File: config.mk
export PLATFORM = sky130hd
export DESIGN_NAME = pipe_stage_reg
export DESIGN_NICKNAME = d
export VERILOG_FILES = /design/src/rtl/pipe_stage_reg.sv
export SDC_FILE = /design/constraint.sdc
export NUM_CORES = 1
export LEC_CHECK = 0
export CORE_ASPECT_RATIO = 0.75
export CORE_MARGIN = 2
export CORE_UTILIZATION = 45
export CTS_BUF_LIST = sky130_fd_sc_hd__clkbuf_8
export DETAILED_ROUTE_END_ITERATION = 8
export GPL_ROUTABILITY_DRIVEN = 0
export PLACE_DENSITY = 0.78
export RECOVER_POWER = 50
export SLEW_MARGIN = 20
export SYNTH_ARGS = -nofsm -noshare
export SYNTH_HDL_FRONTEND = slang
export SYNTH_SLANG_ARGS = --single-unit
File: constraint.sdc
create_clock -name clk -period 1.44 [get_ports clk]
set_clock_uncertainty 0.15 [all_clocks]
set_input_delay 0.432 -clock clk [delete_from_list [all_inputs] [get_ports clk]]
set_output_delay 0.432 -clock clk [all_outputs]
set_load 0.02 [all_outputs]
File: src/rtl/pipe_stage_reg.sv
// Purpose: valid/ready pipeline stage register with optional two-entry skid buffer and synchronous flush.
// Latency: 1 cycle from acceptance to out_valid/out_data; no combinational input-to-output bypass.
// Backpressure: SKID_EN=1 gives registered in_ready (absorbs one extra beat); SKID_EN=0 passes out_ready through to in_ready.
module pipe_stage_reg #(
    parameter int unsigned WIDTH   = 32,
    parameter bit          SKID_EN = 1'b1
) (
    input  logic             clk,
    input  logic             rst,
    input  logic             flush,
    input  logic             in_valid,
    output logic             in_ready,
    input  logic [WIDTH-1:0] in_data,
    output logic             out_valid,
    input  logic             out_ready,
    output logic [WIDTH-1:0] out_data,
    output logic [1:0]       occupancy
);

    logic             m_v_q, m_v_d;
    logic             s_v_q, s_v_d;
    logic [WIDTH-1:0] m_d_q, m_d_d;
    logic [WIDTH-1:0] s_d_q, s_d_d;
    logic             acc;
    logic             pop;

    // With the skid entry present, in_ready comes straight off a flop so that
    // out_ready never reaches the upstream stage combinationally.
    assign in_ready  = SKID_EN ? ~s_v_q : (~m_v_q | out_ready);
    assign out_valid = m_v_q;
    assign out_data  = m_d_q;
    assign occupancy = {1'b0, m_v_q} + {1'b0, s_v_q};

    assign acc = in_valid & in_ready;
    assign pop = m_v_q & out_ready;

    always_comb begin
        m_v_d = m_v_q;
        m_d_d = m_d_q;
        s_v_d = s_v_q;
        s_d_d = s_d_q;
        if (SKID_EN) begin
            if (pop && s_v_q) begin
                m_d_d = s_d_q;
                if (acc) begin
                    s_d_d = in_data;
                end else begin
                    s_v_d = 1'b0;
                end
            end else if (pop) begin
                if (acc) begin
                    m_d_d = in_data;
                end else begin
                    m_v_d = 1'b0;
                end
            end else if (m_v_q) begin
                if (acc) begin
                    s_v_d = 1'b1;
                    s_d_d = in_data;
                end
            end else if (acc) begin
                m_v_d = 1'b1;
                m_d_d = in_data;
            end
        end else begin
            if (acc) begin
                m_v_d = 1'b1;
                m_d_d = in_data;
            end else if (pop) begin
                m_v_d = 1'b0;
            end
        end
        // Flush drops valids only; stale payload bits are harmless behind a clear valid.
        if (flush) begin
            m_v_d = 1'b0;
            s_v_d = 1'b0;
        end
    end

    always_ff @(posedge clk) begin
        if (rst) begin
            m_v_q <= 1'b0;
            s_v_q <= 1'b0;
            m_d_q <= '0;
            s_d_q <= '0;
        end else begin
            m_v_q <= m_v_d;
            s_v_q <= s_v_d;
            m_d_q <= m_d_d;
            s_d_q <= s_d_d;
        end
    end

endmodule

== Word level (Yosys, flattened, before mapping) ==
Index checks and enable logic that the tools add are counted.
Operators by class
  $add $sub $neg: 1
  equal/unequal tests: 4
  multiplexer cells: 16
  reductions and logical operators: 7
  bitwise gates (word level): 4
Operators with widths (count)
  2-to-1 mux 32 bit: 8
  2-to-1 mux 1 bit: 8
  inequality test 2 bit (second input constant): 2
  AND reduction 2 bit: 2
  AND reduction 4 bit: 1
  nonzero test 2 bit: 2
  inequality test 3 x 1 -> 1 bit (second input constant): 1
  adder 1 x 1 -> 2 bit: 1
  AND 1 bit: 2
  inequality test 2 x 1 -> 1 bit (second input constant): 1
  NOT 1 bit: 2
  OR reduction 2 bit: 1
  logical AND 1 bit: 1
Storage, ports and cells
  bits of input ports: 37
  logic and storage cells: 36
  output and inout port bits: 36
  bits in registers: 66

== Longest topological paths before layout ==
Gate-level depths: netlist of the first run.
  depth after elaboration: 6
  mapped depth: 5

== Worst setup path after synthesis of the first run ==
Ideal clock, no wire load.
  kind: register to register
  start: reg m_v_q, in the netlist out_valid
  end: reg m_d_q[13], in the netlist out_data[13]
  period minus slack after synthesis: 1.574 ns
  arrival: 1.305 ns
  cell stages (with the launch flop): 5
  buffers on the path: 1
  path slack: -0.134 ns
  required time: 1.171 ns
  cell sequence: dfxtp_1 -> inv_2 -> o22a_4 -> buf_6 -> o221a_2
On the way
  word-level cells in the longest chain between the ends: 3
RTL lines
  from (decl): RTL line 20  | logic m_v_q, m_v_d;
  from (signal assigned): RTL line 87  | m_v_q <= m_v_d;
  AND 1 bit: RTL line 35  | assign pop = m_v_q & out_ready;
  logical AND 1 bit or 2-to-1 mux 32 bit (tied branches): RTL line 43, 50
  inequality test 3 x 1 -> 1 bit (no line) or 2-to-1 mux 32 bit (tied branches)
  to (signal assigned): RTL line 89  | m_d_q <= m_d_d;
  to (decl): RTL line 22  | logic [WIDTH-1:0] m_d_q, m_d_d;
Parallel ways exist; a longest one is shown, timed or not.
A chain may end at the register's enable or synchronous reset.

== Worst setup path after layout of the first run ==
  start: reg m_v_q, in the netlist out_valid
  end: out occupancy[0]
On the way
  word-level cells in the longest chain between the ends: 1
RTL lines
  adder 1 x 1 -> 2 bit: RTL line 32  | assign occupancy = {1'b0, m_v_q} + {1'b0, s_v_q};
  to (decl): RTL line 17  | output logic [1:0] occupancy
Every way passes these cells.

==> results.cfg, run 1 <==
[clocking]
root_buffer = clkbuf_8
htreeDepth = 3
tritoncts = built
cts_buffers = 9
cts.hold.buffers_added = 0
clock_sinks = 66
clock_path_buffers = 2
path_clk_slew_ps = 70
clk_latency_ps = 340

[layout]
final-seq-area_mm2 = 0.00135
drive_gt1_frac = 0.531
multi_input_area_mm2 = 0.00150
syn_to_final_growth_pct = 63.6
antenna_cells = 0
fillers = 392
nNetsFinal = 449
fin_cells = 494
final_util = 0.766

[sta]
post-route-period-util = 1.14
slew_viol_final = 0
setup_slack_ps = -200
setup_viol = 68
rsz0062_at_grt = yes
relSlewSlack = 0.753
post-route-min-period_ps = 1640
setup-tns-final_ps = -10100
fmax_ghz = 0.610
finalHoldViolCount = 0
worstMarginPinSlew_ps = 368

[routing]
routed_wl_um = 8940
ant_nets = 0
wl_per_cell_um = 18.1
remaining_drc_errors = 0
drt-initial-drc-count = 163
drt_pass1_iterations = 4
via_count = 2746
drt-vias-per-instance = 5.56

[logic_synthesis]
seq_area_frac_synth = 0.482
synth.distinct_cells = 26
syn-cell-area_mm2 = 0.00274
ys_seq_elements = 66
synth_nets = 336
syn_avg_cell_area_um2 = 9.20
yosysWarnings = 0
postSynthCellCount = 298

[die]
dieArea_mm2 = 0.00674
core_mm2 = 0.00586
num_rows = 24
die_w_um = 94.1
dieHeight_um = 71.6
start_util = 0.468
io_pins = 73

[grt]
grt_pass1_wl_um = 13200
globalRouteOverflowTotal = 0
antenna_found_initial = 0
grt_usage = 0.254
grt_max_degree = 36
grt_pass1_vias = 2594

[setup_path]
arrival_ps = 1060
crit_required_ps = 860
end_kind = output port
path_max_fanout = 2
reg2regPathDepth = 7
critical_path_class = reg -> out
critPathLaunchType = flip-flop

[pwr]
peakVddDrop_uv = 719
power.density_mw_per_mm2 = 1040
p_int_mw = 3.47
power_frac_seq = 0.420
p_sw_mw = 1.21
leakage_nw = 1.71
power.share.combinational = 0.164
p_clk_frac = 0.416
p_sw_frac = 0.259

[min_path]
hold_depth = 2
hold_class = in -> reg

[outcome]
status = complete, but fails checks
violations = setup timing

[placement]
place_ws_ps = -787
portBuffers = 72
place_inst = 453
hpwl_um = 4300

[job]
maxCapViolCount = 0
placed cells by master (no fill, tap or decap), types with 4 or more instances in the layout:
cell type | synthesis | routed
dfxtp_2 | 0 | 22
o221a_2 | 7 | 7
nand2_1 | 64 | 40
clkdlybuf4s50_1 | 0 | 33
inv_1 | 33 | 32
buf_6 | 9 | 11
buf_8 | 0 | 4
o22a_4 | 1 | 4
a21oi_2 | 11 | 48
nand2_4 | 0 | 10
a21oi_1 | 54 | 16
clkbuf_8 | 2 | 9
dfxtp_1 | 66 | 43
buf_12 | 0 | 6
o221a_1 | 25 | 25
o21ai_4 | 1 | 4
buf_4 | 5 | 60
nand2_2 | 0 | 14
cells by family after synthesis:
family,share of synthesized area
buffers and inverters,0.121
AOI/OAI and AO/OA,0.284
adders and majority gates,0.00457
and+or+nand+nor,0.108
DFF,0.482
power groups by stage:
| stage | sequential, mW | combinational (mW) | clock (mW) |
|---|---|---|---|
| floorplan | 2.08 | 0.213 | 0 |
| global placement | 1.99 | 0.632 | 0 |
| detailed placement | 1.99 | 0.645 | 0 |
| CTS | 1.96 | 0.689 | 1.95 |
| global route | 1.98 | 0.807 | 2.03 |
| finish | 1.97 | 0.767 | 1.95 |
worst paths after layout:
| check | slack [ps] | startpoint | end |
|---|---|---|---|
| min | 240 | rst | out_valid$_SDFFE_PP0P_ |
| max | -200 | out_valid$_SDFFE_PP0P_ | occupancy[0] |
| max reg2reg | -190 | s_v_q$_SDFFE_PP0P_ | s_d_q[31]$_SDFFE_PP0P_ |
| min reg2reg | 320 | s_d_q[20]$_SDFFE_PP0P_ | s_d_q[20]$_SDFFE_PP0P_ |
flip-flops by register name (all words and copies together), names as in the netlist:
register and flops:
out_data 32, out_valid 1, s_d_q 32, s_v_q 1
stage by stage:
| step | power [mW] | area [um2] | hold slack (ps) |
|---|---|---|---|
| 3_5_place_dp | 2.64 | 3620 | 298 |
| 5_1_grt | 4.82 | 4480 | 245 |
| 6_report | 4.68 | 4480 | 243 |
| 2_1_floorplan | 2.29 | 2750 | 286 |
| 3_3_place_gp | 2.63 | 3620 | 291 |
| 4_1_cts | 4.60 | 4160 | 212 |
cell type report:
type                    instances  share of cell area
clock buffers                   9              0.0276
clock inverters                 7              0.0276
inverters                      34              0.0290
multi-input cells             179               0.335
flip-flops and latches         66               0.302
well taps                      78              0.0218
repair buffers                121               0.257
worst max-delay path, stage by stage, from the launching register on:
cell,delay [ps]
dfxtp_4,360
ha_4,250
buf_6,100
layer usage:
metal  global-route usage  part of all wire
met1                0.341              0.43
met2                0.403              0.48
met3               0.0757             0.073
met4               0.0709             0.013
met5                    0                 0
cells in the mapped netlist (all sizes together):
cell	n	share of area
a2111oi	1	0.0032
nor4bb	1	0.0037
nor2b	1	0.0032
dfxtp	66	0.48
inv	34	0.047
a21oi	65	0.13
ha	1	0.0046
clkbuf	6	0.016
nand4bb	1	0.0041
nand2b	1	0.0023
o221a	32	0.13
buf	19	0.059
and2	1	0.0027
o21ai	1	0.0059
and3	1	0.0023
nand2	64	0.088
o22a	1	0.0064
a41oi	1	0.0032
nor3	1	0.0018
repair_timing:
| item | 4_1_cts | 5_1_grt |
|---|---|---|
| hold endpoints to repair | 0 | 0 |
| resized for setup | 233 | 94 |
| pin swaps | 16 | 33 |
| endpoints found under the setup margin | 100 | 95 |
| cloned | 11 | 1 |
| setup buffers | 9 | 4 |
Power figures use the tool's default switching activity.
==> inputs of run 2 (changes only) <==
--- a/config.mk
+++ b/config.mk
@@ -13,6 +13,7 @@
 export GPL_ROUTABILITY_DRIVEN = 0
 export PLACE_DENSITY = 0.78
 export RECOVER_POWER = 50
+export SKIP_LAST_GASP = 1
 export SLEW_MARGIN = 20
 export SYNTH_ARGS = -nofsm -noshare
 export SYNTH_HDL_FRONTEND = slang
==> run 2 against run 1 <==
  * The run still ends with setup timing left
  * Cell count grew 0.40%
  * Sequential power is essentially flat
  * Maximum frequency shrank 3.8%
  * Highest routed layer unchanged
  * First-iteration DRC count increased by 46%
==> results.cfg, run 2 (synthesis results as in run 1) <==
[grt]
globalRouteOverflowTotal = 0
grt_max_degree = 36
grt_usage = 0.253
antenna_found_initial = 0
grt_pass1_vias = 2590
grt_pass1_wl_um = 13100

[sta]
post-route-period-util = 1.18
rsz0062_at_grt = yes
worstMarginPinSlew_ps = 455
setup_viol = 68
setup-tns-final_ps = -11420
relSlewSlack = 0.696
setup_slack_ps = -265
finalHoldViolCount = 0
fmax_ghz = 0.586
post-route-min-period_ps = 1710
slew_viol_final = 0

[setup_path]
reg2reg_to = out_data[0]$_SDFFE_PP0P_
r2r_slack_ps = -270
critical_path_class = reg -> reg
rr_startpoint = s_v_q$_SDFFE_PP0P_
arrival_ps = 1830
path_max_fanout = 7
critPathLaunchType = flip-flop
crit_required_ps = 1560
reg2regPathDepth = 7
end_kind = flip-flop

[placement]
hpwl_um = 4300
place_inst = 453
place_ws_ps = -787
portBuffers = 72

[outcome]
violations = setup timing
status = complete, but fails checks

[pwr]
peakVddDrop_uv = 827
p_int_mw = 3.47
power.density_mw_per_mm2 = 1040
p_sw_frac = 0.261
p_clk_frac = 0.417
p_sw_mw = 1.22
power.share.combinational = 0.163
leakage_nw = 1.73
power_frac_seq = 0.420

[clocking]
clk_latency_ps = 340
htreeDepth = 3
root_buffer = clkbuf_8
clock_sinks = 66
clock_path_buffers = 2
path_clk_slew_ps = 70
tritoncts = built
cts_buffers = 9
cts.hold.buffers_added = 0

[layout]
final_util = 0.770
fillers = 373
final-seq-area_mm2 = 0.00135
fin_cells = 496
drive_gt1_frac = 0.526
antenna_cells = 0
mostFrequentLayoutCell = buf_4
syn_to_final_growth_pct = 64.6
nNetsFinal = 451
most-common-layout-cells = 62 x buf_4, 43 x a21oi_2, 42 x dfxtp_1, 40 x nand2_1, 33 x clkdlybuf4s50_1
multi_input_area_mm2 = 0.00149

[die]
num_rows = 24
die_w_um = 94.1
core_mm2 = 0.00586
dieHeight_um = 71.6
dieArea_mm2 = 0.00674
start_util = 0.468
io_pins = 73

[routing]
wl_per_cell_um = 18.4
drt-vias-per-instance = 5.64
via_count = 2798
drt-initial-drc-count = 238
top_layer_used = met4
routed-wl-met3_um = 695
drt_pass1_iterations = 6
routed-wl-met2_um = 4510
routedLengthMet1_um = 3780
routed_wl_um = 9130
ant_nets = 0
remaining_drc_errors = 0

[job]
maxCapViolCount = 0

[min_path]
hold_depth = 2
holdPathEnd = out_valid$_SDFFE_PP0P_
worstHoldStart = rst
hold_class = in -> reg
run 2: worst max path at each step:
| stage | start | endpoint | slack [ps] | cells past startpoint |
|---|---|---|---|---|
| final | s_v_q$_SDFFE_PP0P_ | out_data[0]$_SDFFE_PP0P_ | -270 | 7 |
| after global routing | s_v_q$_SDFFE_PP0P_ | out_data[0]$_SDFFE_PP0P_ | -310 | 7 |
| after CTS | out_valid$_SDFFE_PP0P_ | occupancy[0] | -220 | 2 |
| after detailed placement | out_ready | out_data[13]$_SDFFE_PP0P_ | -790 | 4 |
| after global placement | out_ready | out_data[18]$_SDFFE_PP0P_ | -770 | 4 |
| after floorplan | out_valid$_SDFFE_PP0P_ | out_data[13]$_SDFFE_PP0P_ | 10 | 4 |
run 2: worst max-delay path, stage by stage, from the launching register on:
cell and delay, ps:
dfxtp_2 340, buf_6 120, buf_4 140, buf_4 130, and3_4 190, clkbuf_16 180, a21oi_1 150, o221a_1 220
run 2: per-stage QoR:
step           hold WS (ps)  area, um2  power [mW]
2_1_floorplan           286       2750        2.29
3_3_place_gp            291       3620        2.63
3_5_place_dp            298       3620        2.64
4_1_cts                 212       4150        4.60
5_1_grt                 241       4510        4.83
6_report                231       4510        4.69
run 2: cell type report:
cell class,instances,share of cell area
clock buffers,9,0.0275
clock inverters,7,0.0275
inverters,34,0.0288
multi-input cells,179,0.330
flip-flops and latches,66,0.300
well taps,78,0.0216
repair buffers,123,0.265
run 2: per-layer routing:
metal,GRT usage,up-vias
met1,0.337,1392
met5,0,-
met2,0.404,109
met3,0.0757,20
met4,0.0676,0
li1,-,1277
run 2: what timing repair did:
| item | in CTS | in global routing |
|---|---|---|
| gates resized for setup | 232 | 89 |
| endpoints found under the setup margin | 100 | 95 |
| buffers inserted | 9 | 4 |
| cloned | 11 | 3 |
| pin swaps | 15 | 32 |
run 2: power groups by stage:
stage,Clock [mW],Sequential (mW),Combinational (mW)
CTS,1.95,1.96,0.689
global placement,0,1.99,0.632
floorplan,0,2.08,0.213
detailed placement,0,1.99,0.645
global route,2.05,1.98,0.805
finish,1.96,1.97,0.764
